File: src/rtl/reset_source.sv
// reset_source: system reset request generator.
//
// Combines a power-on hold, a debounced reset push-button and an optional
// watchdog into a single registered active-low reset request that feeds the
// reset block's _RESET_SWITCH input.
//
// Optional feature macro: RESET_SOURCE_WDT_EN
//   defined   -> watchdog counter compiled in (cause 11 possible)
//   undefined -> no watchdog; _wdt_kick and wdt_enable are ignored
//
// Ports:
//   system_clk  in   sole clock, rising edge
//   mr          in   synchronous active-high master reset
//   _button     in   raw active-low reset switch
//   _wdt_kick   in   active-low watchdog kick strobe
//   wdt_enable  in   watchdog enable
//   _reset_out  out  registered active-low reset request
//   cause       out  last reset cause: 01 POR, 10 BUTTON, 11 WDT
//   busy        out  high whenever the FSM is not in RUN
//
// State table:
//   state     | meaning
//   POR_HOLD  | power-on / master-reset hold, counting POR_CYCLES edges
//   RUN       | reset released; debounce button, run watchdog
//   ASSERT    | reset pulse; at least PULSE_CYCLES edges, until button released

module reset_source #(
    parameter int POR_CYCLES   = 4,
    parameter int DEBOUNCE     = 3,
    parameter int WDT_CYCLES   = 256,
    parameter int PULSE_CYCLES = 4
) (
    input  logic       system_clk,
    input  logic       mr,
    input  logic       _button,
    input  logic       _wdt_kick,
    input  logic       wdt_enable,
    output logic       _reset_out,
    output logic [1:0] cause,
    output logic       busy
);

    typedef enum logic [1:0] {
        POR_HOLD = 2'd0,
        RUN      = 2'd1,
        ASSERT   = 2'd2
    } state_t;

    localparam logic [1:0] CAUSE_POR    = 2'b01;
    localparam logic [1:0] CAUSE_BUTTON = 2'b10;
    localparam logic [1:0] CAUSE_WDT    = 2'b11;

    localparam int POR_W   = $clog2(POR_CYCLES + 1);
    localparam int DEB_W   = $clog2(DEBOUNCE + 1);
    localparam int PULSE_W = $clog2(PULSE_CYCLES + 1);

    localparam logic [POR_W-1:0]   POR_LAST   = POR_W'(POR_CYCLES - 1);
    localparam logic [DEB_W-1:0]   DEB_LAST   = DEB_W'(DEBOUNCE - 1);
    localparam logic [PULSE_W-1:0] PULSE_LAST = PULSE_W'(PULSE_CYCLES - 1);
    localparam logic [PULSE_W-1:0] PULSE_MAX  = PULSE_W'(PULSE_CYCLES);

    state_t               state, state_nxt;
    logic [POR_W-1:0]     por_cnt, por_nxt;
    logic [DEB_W-1:0]     deb_cnt, deb_nxt;
    logic [PULSE_W-1:0]   pulse_cnt, pulse_nxt;
    logic [1:0]           cause_nxt;
    logic                 btn_fire;
    logic                 wdt_fire;

`ifdef RESET_SOURCE_WDT_EN
    localparam int WDT_W = $clog2(WDT_CYCLES + 1);
    localparam logic [WDT_W-1:0] WDT_LAST = WDT_W'(WDT_CYCLES - 1);

    logic [WDT_W-1:0]     wdt_cnt, wdt_nxt;
`else
    // Watchdog inputs have no function in this build.
    logic unused_wdt_inputs;
    assign unused_wdt_inputs = _wdt_kick ^ wdt_enable;
`endif

    always_comb begin
        state_nxt = state;
        por_nxt   = por_cnt;
        deb_nxt   = deb_cnt;
        pulse_nxt = pulse_cnt;
        cause_nxt = cause;
        btn_fire  = 1'b0;
        wdt_fire  = 1'b0;
`ifdef RESET_SOURCE_WDT_EN
        wdt_nxt   = wdt_cnt;
`endif

        case (state)
            POR_HOLD: begin
                if (por_cnt == POR_LAST) begin
                    state_nxt = RUN;
                end else begin
                    por_nxt = por_cnt + POR_W'(1);
                end
            end

            RUN: begin
                if (!_button) begin
                    if (deb_cnt == DEB_LAST) begin
                        btn_fire = 1'b1;
                    end else begin
                        deb_nxt = deb_cnt + DEB_W'(1);
                    end
                end else begin
                    deb_nxt = '0;
                end

`ifdef RESET_SOURCE_WDT_EN
                if (wdt_enable && _wdt_kick) begin
                    if (wdt_cnt == WDT_LAST) begin
                        wdt_fire = 1'b1;
                    end else begin
                        wdt_nxt = wdt_cnt + WDT_W'(1);
                    end
                end else begin
                    wdt_nxt = '0;
                end
`endif

                // Button has priority when both events land on the same edge.
                if (btn_fire) begin
                    state_nxt = ASSERT;
                    cause_nxt = CAUSE_BUTTON;
                end else if (wdt_fire) begin
                    state_nxt = ASSERT;
                    cause_nxt = CAUSE_WDT;
                end
            end

            ASSERT: begin
                // pulse_cnt + 1 is the edge count including this edge; it
                // saturates so a held button never wraps it.
                if ((pulse_cnt >= PULSE_LAST) && _button) begin
                    state_nxt = RUN;
                end else if (pulse_cnt != PULSE_MAX) begin
                    pulse_nxt = pulse_cnt + PULSE_W'(1);
                end
            end

            default: begin
                state_nxt = POR_HOLD;
            end
        endcase

        // Every state entry starts all timers from zero.
        if (state_nxt != state) begin
            por_nxt   = '0;
            deb_nxt   = '0;
            pulse_nxt = '0;
`ifdef RESET_SOURCE_WDT_EN
            wdt_nxt   = '0;
`endif
        end
    end

    always_ff @(posedge system_clk) begin
        if (mr) begin
            state      <= POR_HOLD;
            por_cnt    <= '0;
            deb_cnt    <= '0;
            pulse_cnt  <= '0;
            _reset_out <= 1'b0;
            cause      <= CAUSE_POR;
            busy       <= 1'b1;
`ifdef RESET_SOURCE_WDT_EN
            wdt_cnt    <= '0;
`endif
        end else begin
            state      <= state_nxt;
            por_cnt    <= por_nxt;
            deb_cnt    <= deb_nxt;
            pulse_cnt  <= pulse_nxt;
            _reset_out <= (state_nxt == RUN);
            cause      <= cause_nxt;
            busy       <= (state_nxt != RUN);
`ifdef RESET_SOURCE_WDT_EN
            wdt_cnt    <= wdt_nxt;
`endif
        end
    end

endmodule

File: config.mk
export PLATFORM = sky130hd
export DESIGN_NAME = reset_source
export DESIGN_NICKNAME = d
export VERILOG_FILES = /design/src/rtl/reset_source.sv
export SDC_FILE = /design/constraint.sdc
export NUM_CORES = 1
export LEC_CHECK = 0
export CAP_MARGIN = 20
export CORE_AREA = 2 2 39 41
export CTS_CLUSTER_DIAMETER = 60
export DETAILED_ROUTE_END_ITERATION = 6
export DIE_AREA = 0 0 41 43
export PLACE_DENSITY = 0.72
export SLEW_MARGIN = 10
export SYNTH_ARGS = -nofsm -noshare
export SYNTH_HDL_FRONTEND = slang
export SYNTH_SLANG_ARGS = --single-unit
File: constraint.sdc
create_clock -name system_clk -period 2.3 [get_ports system_clk]
set_input_delay 0.46 -clock system_clk [delete_from_list [all_inputs] [get_ports system_clk]]
set_output_delay 0.46 -clock system_clk [all_outputs]
set_load 0.02 [all_outputs]
; ---- Yosys cells after proc, flatten, opt, wreduce, memory -nomap -nowiden
; Index checks and enable logic that the tools add are counted.
[totals]
reg_bits = 14
inputBits = 5
output_inout_bits = 4
[classes]
addsub = 3
n_lt_le_gt_ge = 1
eq_ne = 9
muxes = 9
n_bitwise = 2
n_reduce_logical = 7
[op_table]
columns = op, count
row1 = 2-to-1 mux 2 bit, 5
row2 = "adder 3 x 1 -> 3 bit, second input constant", 2
row3 = case mux 2 bit (3 select lines), 1
row4 = AND reduction 2 bit, 3
row5 = "== test 2 x 1 -> 1 bit, second input constant", 2
row6 = "== test 2 bit, second input constant", 2
row7 = "== test 3 x 2 -> 1 bit, second input constant", 1
row8 = ">= comparator 3 x 2 -> 1 bit, second input constant", 1
row9 = 2-to-1 mux 1 bit, 3
row10 = "!= test 3 bit, second input constant", 1
row11 = AND reduction 3 bit, 1
row12 = "adder 2 x 1 -> 2 bit, second input constant", 1
row13 = logical NOT 2 bit, 1
row14 = "!= test 2 x 1 -> 1 bit, second input constant", 1
row15 = != test 2 bit, 1
row16 = "!= test 2 bit, second input constant", 1
row17 = NOT 1 bit, 2
row18 = OR reduction 2 bit, 1
row19 = logical AND 1 bit, 1

; ---- Logic depth before layout (Yosys ltp)
[depth]
ltp_word = 8
depth_mapped = 6

; ---- Worst setup path after synthesis
; OpenSTA, ideal clock, no wires.
[synth_timing]
kind = register to register
start = register pulse_cnt[0]
end = register pulse_cnt[1]
setup_time_ns = 0.125
t_arrival_ns = 1.509
required_time_ns = 2.175
setup_slack_ns = 0.666
path_stages_with_launch = 7
n_path_buf = 0
synth_period_minus_slack_ns = 1.634
path_cell_list = dfxtp_1 ha_1 ha_1 a211o_1 a221oi_2 mux2i_1 nor2_1
[synth_via]
elab_chain_cells = 6
[synth_rtl]
columns = item, line
row1 = from (decl), 65  ; logic [PULSE_W-1:0] pulse_cnt, pulse_nxt;
row2 = from (signal assigned), 177  ; pulse_cnt <= pulse_nxt;
row3 = >= comparator 3 x 2 -> 1 bit, 138  ; if ((pulse_cnt >= PULSE_LAST) && _button) begin
row4 = logical AND 1 bit, 138
row5 = 2-to-1 mux 2 bit, 138
row6 = case mux 2 bit (3 select lines), 93  ; case (state)
row7 = != test 2 bit, 151  ; if (state_nxt != state) begin
row8 = OR reduction 2 bit (no line), n/a
; Parallel ways exist; a longest one is shown, timed or not.
; A chain may end at the register's enable or synchronous reset.

; ---- Worst setup path after layout
; Same ends and word-level chain as after synthesis.

==> run metrics <==
Worst-Skew Late Latency=0.27 ns; Worst EP arrival=1.92 ns; CP startpoint kind=flip-flop; register area share after synthesis=0.435; CORE AREA=1380 sq um; die width=41 microns; post-route minimum period=1.76 ns; CP max stage delay=0.35 ns; antenna fix cells=0; worst r2r src=pulse_cnt[0]; post-CTS setup buffer count=0; initial core utilization=0.466; Clock transition at path regs=0.08 ns; Hold Path Stages=1; r2r worst-path depth=6; clk sinks=14; initial antenna violation count=0; synth warn=0; vias in the first global route=536; Crit. End Element=flip-flop; Synth cell types=26; DR WL/cell=11.9 microns; clk_skew=0.000705 ns; setup tns final=0 ns; Site Rows=14; R2R setup slack=0.54 ns; fin. max-slew vios=0; Leak=0.000293 uW; TritonCTS clock tree=done; Num CTS Buffers=3; hold path endpoint=cause[0]; final wirelength=1.13 mm; Least-Margin Pin Slew=0.461 ns; full die area=1760 sq um; grt ovf=0; Buf/Inv on CP=0; Max Clk Rate=569 MHz; # port buffers=6; Clock Tree Root=clkbuf_4; most frequent cells in the layout=dfxtp_1, nor2_1, inv_1, a21oi_1; Most common cell on crit path=ha_1; Crit path max-delay family=compound AO/OA/AOI/OAI gates; RSZ-0062 raised after global routing=no; Worst VDD drop=0.519 mV; MaxCap Viol Count=0; # setup viols final=0; worst hold start=cause[0]; Area Overhead vs Synth=17.3%; die height=43 microns; crit path max-delay cell type=dfxtp_1; io pins=9; flops & latches, synth=14; via count=492; Reg-to-Reg End=pulse_cnt[1]; WS Path Type=flip-flop to flip-flop; Pwr Total=613 uW; Mapped Cells=70; commonest non-fill, non-tap cell in the layout=dfxtp_1; global-route wire length before repair=2.13 mm; Synth Cell Area=644 sq um; number of flops mapped to enable cells by yosys=0; fraction of registers with async set/reset=0; Tcrit/Tclk final=0.764; FILL cells=123; largest net degree at the start of global routing=10; critical path, cell by cell=ha_1 > ha_1 > a211o_1 > a221oi_2 > mux2i_1 > nor2_1; vias per cell=5.18; final hold viol count=0; Synthesized Nets=81; gr usage total=0.172; drt first-iter violations=5; share of cells above drive strength 1=0.101; CP Depth=6; Worst Setup SP=pulse_cnt[0]; Req. time, crit path=2.46 ns; # resized after CTS=0; # H-tree levels=1; Avg Cell Area, Syn=9.21 sq um; PD cells=811 nW/um^2; ys flop type=dfxtp_1; RD Place Congestion=0.836; worst hold path class=flip-flop to flip-flop; DRC viols=0; dpl hpwl=863 microns; maximum clock insertion buffer count=2; antenna viol nets, final=0; # hold bufs at CTS=0; status=finished clean; max_slew headroom=0.690; critical path fanouts, max=4; drt first pass iters=2; Final #Nets=91
-- registers in the layout, indices dropped and copies added (netlist names) --
register	flops
por_cnt	3
pulse_cnt	3
cause	2
deb_cnt	2
state	2
_reset_out	1
busy	1
-- worst register-to-register path, stage by stage (launching register included) --
cell      delay [ns]
dfxtp_1         0.35
ha_1            0.22
ha_1            0.19
a211o_1         0.29
a221oi_2        0.34
mux2i_1         0.22
nor2_1          0.05
-- logic make-up (layout without fill, tap and decap cells) --
kind of cell | Yosys count | after routing | share of synthesized area
and+or+nand+nor | 22 | 22 | 0.177
AOI/OAI and AO/OA | 17 | 17 | 0.179
DFF | 14 | 14 | 0.435
buffers and inverters | 8 | 17 | 0.0485
adders and majority gates | 6 | 6 | 0.117
muxes | 2 | 2 | 0.0311
xor gates and xnor gates | 1 | 1 | 0.0136
-- cell type report --
cell class | instances | area (sq um) | share of cell area
Inverter | 7 | 26.3 | 0.0348
Multi-Input combinational cell | 48 | 333 | 0.440
Clock buffer | 4 | 36.3 | 0.0480
Timing Repair Buffer | 6 | 60.1 | 0.0795
Tap cell | 16 | 20.0 | 0.0265
Sequential cell | 14 | 280 | 0.371
-- report_power, final --
part           leakage, uW  internal [uW]  switching (uW)
clock            0.0000210           96.1            77.6
sequential        0.000114            279            20.2
combinational     0.000158           63.6            75.8
total             0.000293            439             174
-- per-stage QoR --
step                hold WS [ns]  setup WS, ns  utilization  cell area, sq um  cells
finish                     0.464         0.543        0.546               756     95
CTS                        0.471         0.516        0.546               756     95
global route               0.500         0.409        0.546               756     95
global placement           0.438         0.325        0.520               719     91
detailed placement         0.446         0.350        0.520               719     91
floorplan                  0.437         0.666            -               644     70
-- worst max-delay path by stage --
| stage | endpoint |
|---|---|
| floorplan | pulse_cnt[1] |
| global placement | por_cnt[1] |
| detailed placement | por_cnt[1] |
| CTS | pulse_cnt[1] |
| global route | por_cnt[2] |
| finish | pulse_cnt[1] |
-- synthesized netlist by cell type (2+ instances only) --
master | number | area, sq um
nand2_1 | 2 | 7.51
nor2_1 | 8 | 30.0
o21ai_0 | 2 | 10.0
inv_1 | 7 | 26.3
a21oi_1 | 7 | 35.0
nor4_1 | 2 | 12.5
ha_1 | 6 | 75.1
mux2i_1 | 2 | 20.0
and2_1 | 2 | 12.5
dfxtp_1 | 14 | 280
nand2b_1 | 3 | 18.8
-- per-layer routing --
| metal | up-vias | global-route usage | wire [microns] |
|---|---|---|---|
| met3 | 2 | 0.0419 | 37 |
| met5 | - | 0 | 0 |
| met4 | 0 | 0.0600 | 10 |
| li1 | 261 | - | - |
| met1 | 223 | 0.199 | 512 |
| met2 | 6 | 0.291 | 573 |
(Power assumes the default switching activity.)
